$ cat src/rtl/computie_bus_pkg.sv
// Shared types and constants for the Computie bus initiator controller:
// FSM states, bus signal encodings and the per-phase control bundle.
package computie_bus_pkg;

  typedef enum logic [1:0] {
    IDLE    = 2'd0,
    ADDR    = 2'd1,
    DATA    = 2'd2,
    RELEASE = 2'd3
  } state_e;

  // read_write line encoding
  localparam logic RW_READ  = 1'b1;
  localparam logic RW_WRITE = 1'b0;

  // Active-low transceiver enables
  localparam logic OE_ON  = 1'b0;
  localparam logic OE_OFF = 1'b1;

  // Active-low strobes
  localparam logic STROBE_ON  = 1'b0;
  localparam logic STROBE_OFF = 1'b1;

  // Transceiver direction: towards the AD lines (send) or from them
  localparam logic DIR_TO_AD   = 1'b1;
  localparam logic DIR_FROM_AD = 1'b0;

  // Width of the shared phase timer (covers setup 1..15 and timeout up to 255)
  localparam int TIMER_W = 8;

  // Everything the controller drives on the backplane except the data word
  typedef struct packed {
    logic addr_strobe;
    logic data_strobe;
    logic read_write;
    logic send_receive;
    logic addr_oe;
    logic data_oe;
    logic data_dir;
    logic demux_oe;
  } bus_ctl_t;

  // Bus released: strobes high, transceivers off, nothing driven
  function automatic bus_ctl_t ctl_released();
    bus_ctl_t c;
    c.addr_strobe  = STROBE_OFF;
    c.data_strobe  = STROBE_OFF;
    c.read_write   = RW_READ;
    c.send_receive = DIR_FROM_AD;
    c.addr_oe      = OE_OFF;
    c.data_oe      = OE_OFF;
    c.data_dir     = DIR_FROM_AD;
    c.demux_oe     = 1'b0;
    return c;
  endfunction

  // Address phase: AS low, address transceiver driving the latched address
  function automatic bus_ctl_t ctl_addr(input logic write);
    bus_ctl_t c;
    c.addr_strobe  = STROBE_ON;
    c.data_strobe  = STROBE_OFF;
    c.read_write   = write ? RW_WRITE : RW_READ;
    c.send_receive = DIR_TO_AD;
    c.addr_oe      = OE_ON;
    c.data_oe      = OE_OFF;
    c.data_dir     = write ? DIR_TO_AD : DIR_FROM_AD;
    c.demux_oe     = 1'b1;
    return c;
  endfunction

  // Data phase: AS and DS low; demux only drives on writes so reads never contend
  function automatic bus_ctl_t ctl_data(input logic write);
    bus_ctl_t c;
    c.addr_strobe  = STROBE_ON;
    c.data_strobe  = STROBE_ON;
    c.read_write   = write ? RW_WRITE : RW_READ;
    c.send_receive = write ? DIR_TO_AD : DIR_FROM_AD;
    c.addr_oe      = OE_OFF;
    c.data_oe      = OE_ON;
    c.data_dir     = write ? DIR_TO_AD : DIR_FROM_AD;
    c.demux_oe     = write;
    return c;
  endfunction

endpackage

$ cat src/rtl/computie_bus_initiator_ctrl_if.sv
// Request/response handshake plus backplane signals of the bus initiator.
// master: the controller; slave: the core/backplane environment around it.
interface computie_bus_initiator_ctrl_if #(
  parameter int BITWIDTH = 32
);
  logic                req_valid;
  logic                req_ready;
  logic                req_write;
  logic [BITWIDTH-1:0] req_addr;
  logic [BITWIDTH-1:0] req_wdata;
  logic                resp_valid;
  logic [BITWIDTH-1:0] resp_rdata;
  logic                resp_error;
  logic                addr_strobe;
  logic                data_strobe;
  logic                read_write;
  logic                data_wait;
  logic                send_receive;
  logic                addr_oe;
  logic                data_oe;
  logic                data_dir;
  logic                demux_oe;
  logic [BITWIDTH-1:0] from_bus;
  logic [BITWIDTH-1:0] to_bus;

  modport master (
    input  req_valid, req_write, req_addr, req_wdata, data_wait, from_bus,
    output req_ready, resp_valid, resp_rdata, resp_error,
           addr_strobe, data_strobe, read_write, send_receive,
           addr_oe, data_oe, data_dir, demux_oe, to_bus
  );

  modport slave (
    output req_valid, req_write, req_addr, req_wdata, data_wait, from_bus,
    input  req_ready, resp_valid, resp_rdata, resp_error,
           addr_strobe, data_strobe, read_write, send_receive,
           addr_oe, data_oe, data_dir, demux_oe, to_bus
  );
endinterface

$ cat src/rtl/computie_bus_phase_timer.sv
// Loadable down-counter that saturates at zero. Used for the address setup
// time and, when enabled, the data-phase timeout.
module computie_bus_phase_timer
  import computie_bus_pkg::*;
(
  input  logic               clk,
  input  logic               reset_n,
  input  logic               load_i,
  input  logic [TIMER_W-1:0] load_val_i,
  input  logic               dec_i,
  output logic               zero_o
);

  logic [TIMER_W-1:0] cnt_q;

  // Load has priority over decrement; stop at zero
  always_ff @(posedge clk or negedge reset_n) begin
    if (!reset_n) begin
      cnt_q <= '0;
    end else if (load_i) begin
      cnt_q <= load_val_i;
    end else if (dec_i && (cnt_q != '0)) begin
      cnt_q <= cnt_q - TIMER_W'(1);
    end
  end

  assign zero_o = (cnt_q == '0);

endmodule

$ cat src/rtl/computie_bus_initiator_ctrl.sv
// Computie bus initiator: turns single read/write requests into an
// AS/DS multiplexed bus cycle and returns data or completion status.
// Optional data-phase timeout: define COMPUTIE_BUS_TIMEOUT_EN.
module computie_bus_initiator_ctrl
  import computie_bus_pkg::*;
#(
  parameter int BITWIDTH          = 32,
  parameter int ADDR_SETUP_CYCLES = 1,
  parameter int TIMEOUT_CYCLES    = 255
) (
  input logic                         clk,
  input logic                         reset_n,
  computie_bus_initiator_ctrl_if.master bus
);

  // Timer counts down to zero, so the loaded value is one less than the phase length
  localparam logic [TIMER_W-1:0] ADDR_LOAD    = TIMER_W'(ADDR_SETUP_CYCLES - 1);
  localparam logic [TIMER_W-1:0] TIMEOUT_LOAD = TIMER_W'(TIMEOUT_CYCLES - 1);

  state_e              state_q;
  bus_ctl_t            ctl_q;
  logic                write_q;
  logic [BITWIDTH-1:0] addr_q;
  logic [BITWIDTH-1:0] wdata_q;
  logic [BITWIDTH-1:0] to_bus_q;
  logic                req_ready_q;
  logic                resp_valid_q;
  logic [BITWIDTH-1:0] resp_rdata_q;
  logic                wait_meta_q;
  logic                wait_sync_q;
`ifdef COMPUTIE_BUS_TIMEOUT_EN
  logic                resp_error_q;
`endif

  logic               timer_load;
  logic [TIMER_W-1:0] timer_val;
  logic               timer_dec;
  logic               timer_zero;

  computie_bus_phase_timer u_timer (
    .clk        (clk),
    .reset_n    (reset_n),
    .load_i     (timer_load),
    .load_val_i (timer_val),
    .dec_i      (timer_dec),
    .zero_o     (timer_zero)
  );

  // Two-flop synchroniser for the asynchronous target wait line
  always_ff @(posedge clk or negedge reset_n) begin
    if (!reset_n) begin
      wait_meta_q <= 1'b0;
      wait_sync_q <= 1'b0;
    end else begin
      wait_meta_q <= bus.data_wait;
      wait_sync_q <= wait_meta_q;
    end
  end

  // Timer reload on request accept (setup) and on entering DATA (timeout)
  always_comb begin
    timer_load = 1'b0;
    timer_val  = ADDR_LOAD;
    timer_dec  = 1'b0;
    unique case (state_q)
      IDLE: timer_load = bus.req_valid && req_ready_q;
      ADDR: begin
        if (timer_zero) begin
          timer_load = 1'b1;
          timer_val  = TIMEOUT_LOAD;
        end else begin
          timer_dec = 1'b1;
        end
      end
      DATA:    timer_dec = 1'b1;
      default: ;
    endcase
  end

  // Bus sequencer; every output is registered from the state being entered
  always_ff @(posedge clk or negedge reset_n) begin
    if (!reset_n) begin
      state_q      <= IDLE;
      ctl_q        <= ctl_released();
      write_q      <= 1'b0;
      addr_q       <= '0;
      wdata_q      <= '0;
      to_bus_q     <= '0;
      req_ready_q  <= 1'b0;
      resp_valid_q <= 1'b0;
      resp_rdata_q <= '0;
`ifdef COMPUTIE_BUS_TIMEOUT_EN
      resp_error_q <= 1'b0;
`endif
    end else begin
      resp_valid_q <= 1'b0;
      unique case (state_q)
        IDLE: begin
          if (bus.req_valid && req_ready_q) begin
            state_q     <= ADDR;
            write_q     <= bus.req_write;
            addr_q      <= bus.req_addr;
            wdata_q     <= bus.req_wdata;
            ctl_q       <= ctl_addr(bus.req_write);
            to_bus_q    <= bus.req_addr;
            req_ready_q <= 1'b0;
          end else begin
            req_ready_q <= 1'b1;
          end
        end
        ADDR: begin
          if (timer_zero) begin
            state_q  <= DATA;
            ctl_q    <= ctl_data(write_q);
            to_bus_q <= write_q ? wdata_q : '0;
          end
        end
        DATA: begin
          if (!wait_sync_q) begin
            state_q      <= RELEASE;
            ctl_q        <= ctl_released();
            to_bus_q     <= '0;
            resp_valid_q <= 1'b1;
            resp_rdata_q <= write_q ? '0 : bus.from_bus;
`ifdef COMPUTIE_BUS_TIMEOUT_EN
            resp_error_q <= 1'b0;
          end else if (timer_zero) begin
            state_q      <= RELEASE;
            ctl_q        <= ctl_released();
            to_bus_q     <= '0;
            resp_valid_q <= 1'b1;
            resp_rdata_q <= '0;
            resp_error_q <= 1'b1;
`endif
          end
        end
        RELEASE: begin
          state_q     <= IDLE;
          req_ready_q <= 1'b1;
        end
        default: state_q <= IDLE;
      endcase
    end
  end

  assign bus.req_ready    = req_ready_q;
  assign bus.resp_valid   = resp_valid_q;
  assign bus.resp_rdata   = resp_rdata_q;
`ifdef COMPUTIE_BUS_TIMEOUT_EN
  assign bus.resp_error   = resp_error_q;
`else
  assign bus.resp_error   = 1'b0;
`endif
  assign bus.addr_strobe  = ctl_q.addr_strobe;
  assign bus.data_strobe  = ctl_q.data_strobe;
  assign bus.read_write   = ctl_q.read_write;
  assign bus.send_receive = ctl_q.send_receive;
  assign bus.addr_oe      = ctl_q.addr_oe;
  assign bus.data_oe      = ctl_q.data_oe;
  assign bus.data_dir     = ctl_q.data_dir;
  assign bus.demux_oe     = ctl_q.demux_oe;
  assign bus.to_bus       = to_bus_q;

endmodule

$ cat src/flat_wrapper.sv
// flat-port wrapper written by rule: the top's interface ports become plain ports
module computie_bus_initiator_ctrl_flat import computie_bus_pkg::*;
#(
  parameter int BITWIDTH          = 32,
  parameter int ADDR_SETUP_CYCLES = 1,
  parameter int TIMEOUT_CYCLES    = 255
)
  (clk, reset_n, bus_req_valid, bus_req_write, bus_req_addr, bus_req_wdata, bus_data_wait, bus_from_bus, bus_req_ready, bus_resp_valid, bus_resp_rdata, bus_resp_error, bus_addr_strobe, bus_data_strobe, bus_read_write, bus_send_receive, bus_addr_oe, bus_data_oe, bus_data_dir, bus_demux_oe, bus_to_bus);
  computie_bus_initiator_ctrl_if #(.BITWIDTH(BITWIDTH)) bus_i ();
  input logic clk;
  input logic reset_n;
  input wire logic [$bits(bus_i.req_valid)-1:0] bus_req_valid;
  input wire logic [$bits(bus_i.req_write)-1:0] bus_req_write;
  input wire logic [$bits(bus_i.req_addr)-1:0] bus_req_addr;
  input wire logic [$bits(bus_i.req_wdata)-1:0] bus_req_wdata;
  input wire logic [$bits(bus_i.data_wait)-1:0] bus_data_wait;
  input wire logic [$bits(bus_i.from_bus)-1:0] bus_from_bus;
  output wire logic [$bits(bus_i.req_ready)-1:0] bus_req_ready;
  output wire logic [$bits(bus_i.resp_valid)-1:0] bus_resp_valid;
  output wire logic [$bits(bus_i.resp_rdata)-1:0] bus_resp_rdata;
  output wire logic [$bits(bus_i.resp_error)-1:0] bus_resp_error;
  output wire logic [$bits(bus_i.addr_strobe)-1:0] bus_addr_strobe;
  output wire logic [$bits(bus_i.data_strobe)-1:0] bus_data_strobe;
  output wire logic [$bits(bus_i.read_write)-1:0] bus_read_write;
  output wire logic [$bits(bus_i.send_receive)-1:0] bus_send_receive;
  output wire logic [$bits(bus_i.addr_oe)-1:0] bus_addr_oe;
  output wire logic [$bits(bus_i.data_oe)-1:0] bus_data_oe;
  output wire logic [$bits(bus_i.data_dir)-1:0] bus_data_dir;
  output wire logic [$bits(bus_i.demux_oe)-1:0] bus_demux_oe;
  output wire logic [$bits(bus_i.to_bus)-1:0] bus_to_bus;
  assign bus_i.req_valid = bus_req_valid;
  assign bus_i.req_write = bus_req_write;
  assign bus_i.req_addr = bus_req_addr;
  assign bus_i.req_wdata = bus_req_wdata;
  assign bus_i.data_wait = bus_data_wait;
  assign bus_i.from_bus = bus_from_bus;
  assign bus_req_ready = bus_i.req_ready;
  assign bus_resp_valid = bus_i.resp_valid;
  assign bus_resp_rdata = bus_i.resp_rdata;
  assign bus_resp_error = bus_i.resp_error;
  assign bus_addr_strobe = bus_i.addr_strobe;
  assign bus_data_strobe = bus_i.data_strobe;
  assign bus_read_write = bus_i.read_write;
  assign bus_send_receive = bus_i.send_receive;
  assign bus_addr_oe = bus_i.addr_oe;
  assign bus_data_oe = bus_i.data_oe;
  assign bus_data_dir = bus_i.data_dir;
  assign bus_demux_oe = bus_i.demux_oe;
  assign bus_to_bus = bus_i.to_bus;
  computie_bus_initiator_ctrl #(.BITWIDTH(BITWIDTH), .ADDR_SETUP_CYCLES(ADDR_SETUP_CYCLES), .TIMEOUT_CYCLES(TIMEOUT_CYCLES)) u_core (.clk(clk), .reset_n(reset_n), .bus(bus_i));
endmodule
$ cat config.mk
export PLATFORM = sky130hd
export DESIGN_NAME = computie_bus_initiator_ctrl_flat
export DESIGN_NICKNAME = d
export VERILOG_FILES = /design/src/rtl/computie_bus_pkg.sv /design/src/rtl/computie_bus_initiator_ctrl_if.sv /design/src/rtl/computie_bus_phase_timer.sv /design/src/rtl/computie_bus_initiator_ctrl.sv /design/src/flat_wrapper.sv
export SDC_FILE = /design/constraint.sdc
export NUM_CORES = 1
export LEC_CHECK = 0
export CORE_ASPECT_RATIO = 2
export CORE_MARGIN = 1
export CORE_UTILIZATION = 25
export DETAILED_ROUTE_END_ITERATION = 7
export DONT_BUFFER_PORTS = 1
export PLACE_DENSITY = 0.49
export SYNTH_ARGS = -nofsm -noshare
export SYNTH_HDL_FRONTEND = slang
export SYNTH_SLANG_ARGS = --single-unit
$ cat constraint.sdc
create_clock -name clk -period 2.5 [get_ports clk]
set_input_delay 0.625 -clock clk [delete_from_list [all_inputs] [get_ports clk]]
set_output_delay 0.625 -clock clk [all_outputs]
set_load 0.03 [all_outputs]
==> reports/metrics.csv <==
metric,value,unit
outcome,"finished, violations left",
failed_checks,hold timing,
syn-instance-count,490,
worst-endpoint-arrival,2.47,ns
timing.hold.ws,-0.0862,ns
cts_root_buf,sky130_fd_sc_hd__clkbuf_16,
core_rows,74,
post_route_clock_period_utilization,0.871,
post_synthesis_async_set_or_reset_flop_share,1.00,
cts_sinks,117,
synth_top_area_share,0.547,
mapped_area,5170,um2
drt-pass1-iter-count,5,
num_vias,3489,
cap_violations,0,
worst_ir_drop_on_vdd,0.000519,V
die-height,205,um
grt_remaining_overflow,0,
dieArea,21300,um2
worst_path_max_delay_cell,sky130_fd_sc_hd__nor4b_4,
clkLatencyLatePin,0.41,ns
postLayoutCoreUtil,0.293,
route.final.wire_length,12800,um
achievable-frequency,459,MHz
finalWeightedCongestion,0.816,
synth_area_leader_cell,sky130_fd_sc_hd__dfrtp_1,
yosys_register_bits,117,
post-route-min-period,2.18,ns
switching_power_summed_over_all_nets,4140,uW
p_leak,0.00287,uW
grt_setup_unrepaired,false,
number_of_buffers_created_by_cts,17,
main_area_contributors_after_synthesis,"sky130_fd_sc_hd__dfrtp_1, sky130_fd_sc_hd__nand2_1, sky130_fd_sc_hd__a22o_1",
clock_tree.htree_level_count,4,
post_cts.resized_instances,0,
max-slew-margin-rel,0.481,
chipWidth,104,um
clockPowerShare,0.226,
wire_per_inst,16.7,um
initialDrtViolationCount,163,
grt_start_max_net_pins,118,
num-nets-final,598,
flip_flop_and_latch_area,2930,um2
power-per-cell-area,1660,nW/um2
ys_types,40,
design.portCount,176,
report.final.slew_viol_count,0,
critical_path.startpoint,u_core.u_timer.cnt_q[0],
sw_frac_of_total,0.418,
placeableCoreArea,20400,um2
grt_pass1_wl,19900,um
intPower,5760,uW
synth.yosys.seq_area_share,0.567,
tritoncts,yes,
comb_power_share,0.327,
end_kind,flop,
criticalPathCategory,flop to flop,
flow.area_growth_from_synthesis,15.5,%
antenna_diode_instance_count,0,
cp.depth,7,
reg2reg_to,u_core.bus.to_bus[3],
place_ws,0.345,ns
crit-reg2reg-launch,u_core.u_timer.cnt_q[0],
critPathMaxStageDelay,0.45,ns
final-setup-viol-count,0,
clk_pin_slew_worst_paths,0.05,ns
antenna_violations_before_repair,0,
postSynth.topFlopCell,sky130_fd_sc_hd__dfrtp_1,
postSynthNetCount,600,
timing.critical_path.max_delay_family,simple AND/OR/NAND/NOR gates,
flop_to_flop_setup_slack,0.32,ns
fin_tns_setup,0,ns
critical_path_destination,u_core.bus.to_bus[3],
worstMarginPinSlew,0.779,ns
synth_enable_flop_cells,0,
critPathBufInv,2,
yosysWarnings,0,
cp.required,2.79,ns
drc,0,
placement.io_buffers,0,
layout_cell_share_with_drive_strength_beyond_1,0.164,
post-route-worst-setup-slack,0.323,ns
min_path_type,input pin to asynchronous set/reset pin,
viasPerCell,4.55,
final.setup_skew,0.00806,ns
r2r_cells,7,
synth.avg_cell_area,10.6,um2
multiInputGateArea,2040,um2
fillers,2097,
finalHoldViolations,113,
cts_setup_buffers,0,
cts_max_path_buffers,2,
drtAntennaViolNets,0,
worst-path-max-fanout,20,
crit_path_cell_trace,"inv_1, ha_1, nor4b_4, a21bo_4, nand4b_4, buf_4, mux2_4",
grt_use_total,0.124,
pwr-share-seq,0.447,
first_global_vias,3698,
placed_wire_length_estimate_after_detailed_placement,9110,um
setup.worst_path.start_class,flop,
start_util,0.254,
routing by layer:
layer  vias to the layer above  part of all wire  GRT usage  wire length [um]
met3                        18             0.073     0.0513               943
li1                       1637                 -          -                 -
met2                       130              0.56      0.231              7140
met4                         0             0.026     0.0719               340
met5                         -                 0          0                 0
met1                      1704              0.34      0.112              4410
power by group through the flow:
stage / sequential (uW) / combinational (uW) / clock, uW
global route: 4540 / 3600 / 2400
global placement: 4450 / 3170 / 0
finish: 4430 / 3240 / 2240
floorplan: 4200 / 2760 / 0
detailed placement: 4470 / 3290 / 0
CTS: 4450 / 3290 / 2320
how the worst min path moves through the flow:
stage,start,endpoint,cells past startpoint,slack (ns)
floorplan,reset_n,u_core.bus.data_dir,0,0.33
global placement,reset_n,u_core.bus.to_bus[15],0,0.33
detailed placement,reset_n,u_core.bus.to_bus[11],0,0.33
CTS,reset_n,u_core.state_q[1],0,-0.11
global route,reset_n,u_core.bus.to_bus[15],0,-0.12
finish,reset_n,u_core.bus.to_bus[11],0,-0.09
cell usage in the layout (no fill, tap or decap), drive strengths merged, types with 4 or more instances in the layout:
| master | synthesis | final |
|---|---|---|
| nand2 | 166 | 166 |
| dfrtp | 113 | 113 |
| o21ai | 39 | 39 |
| mux2 | 36 | 36 |
| a22o | 32 | 32 |
| clkbuf | 25 | 26 |
| buf | 8 | 12 |
| inv | 10 | 10 |
| ha | 9 | 9 |
| clkinv | 1 | 6 |
| nand3 | 5 | 5 |
| mux2i | 5 | 5 |
| nor2 | 4 | 4 |
| dfstp | 4 | 4 |
metrics by stage:
stage	area, um2	instances	hold WS, ns	total power, uW
4_1_cts	5970	767	-0.113	10100
5_1_grt	5970	767	-0.117	10500
6_report	5970	767	-0.0862	9900
3_3_place_gp	5440	735	0.333	7620
3_5_place_dp	5440	735	0.332	7760
2_1_floorplan	5170	490	0.329	6960
Yosys cell counts, drive strengths merged, types with 2 or more instances:
library cell  number
dfstp              4
nand2            166
xnor2              3
nor4               3
buf                8
mux2              36
o21ai             39
nand3              5
dfrtp            113
nor2               4
and3               2
clkbuf            25
ha                 9
or3                3
a211oi             2
mux2i              5
a21oi              2
a22o              32
inv               10
nor3               2
flip-flops by register name, summed over array words and instances, names as in the netlist:
name                     flops
u_core.bus.addr_oe           1
u_core.bus.read_write        1
u_core.bus.addr_strobe       1
u_core.bus.to_bus           32
u_core.wdata_q              32
u_core.bus.resp_rdata       32
u_core.bus.req_ready         1
u_core.bus.resp_valid        1
u_core.write_q               1
u_core.bus.data_dir          1
u_core.bus.data_strobe       1
u_core.wait_meta_q           1
u_core.u_timer.cnt_q         8
u_core.state_q               2
u_core.wait_sync_q           1
u_core.bus.send_receive      1
cells by family (layout without fill, tap and decap cells):
kind of cell    Yosys count  after routing  share of synthesized area
mux                      41             41                      0.101
fa+ha+maj                 9              9                     0.0218
xor+xnor                  3              3                    0.00508
buf+inv                  44             55                     0.0389
other cells               1              1                   0.000725
flops                   117            117                      0.567
compound gates           83             83                      0.110
simple gates            192            192                      0.155
area by class of cell:
type,instances,area share
repair buffers,12,0.0151
flip-flops and latches,117,0.491
clock buffers,26,0.0802
inverters,11,0.00691
well taps,266,0.0557
clock inverters,6,0.00921
multi-input cells,329,0.342
Note: power is estimated with default switching activity, not from simulation.
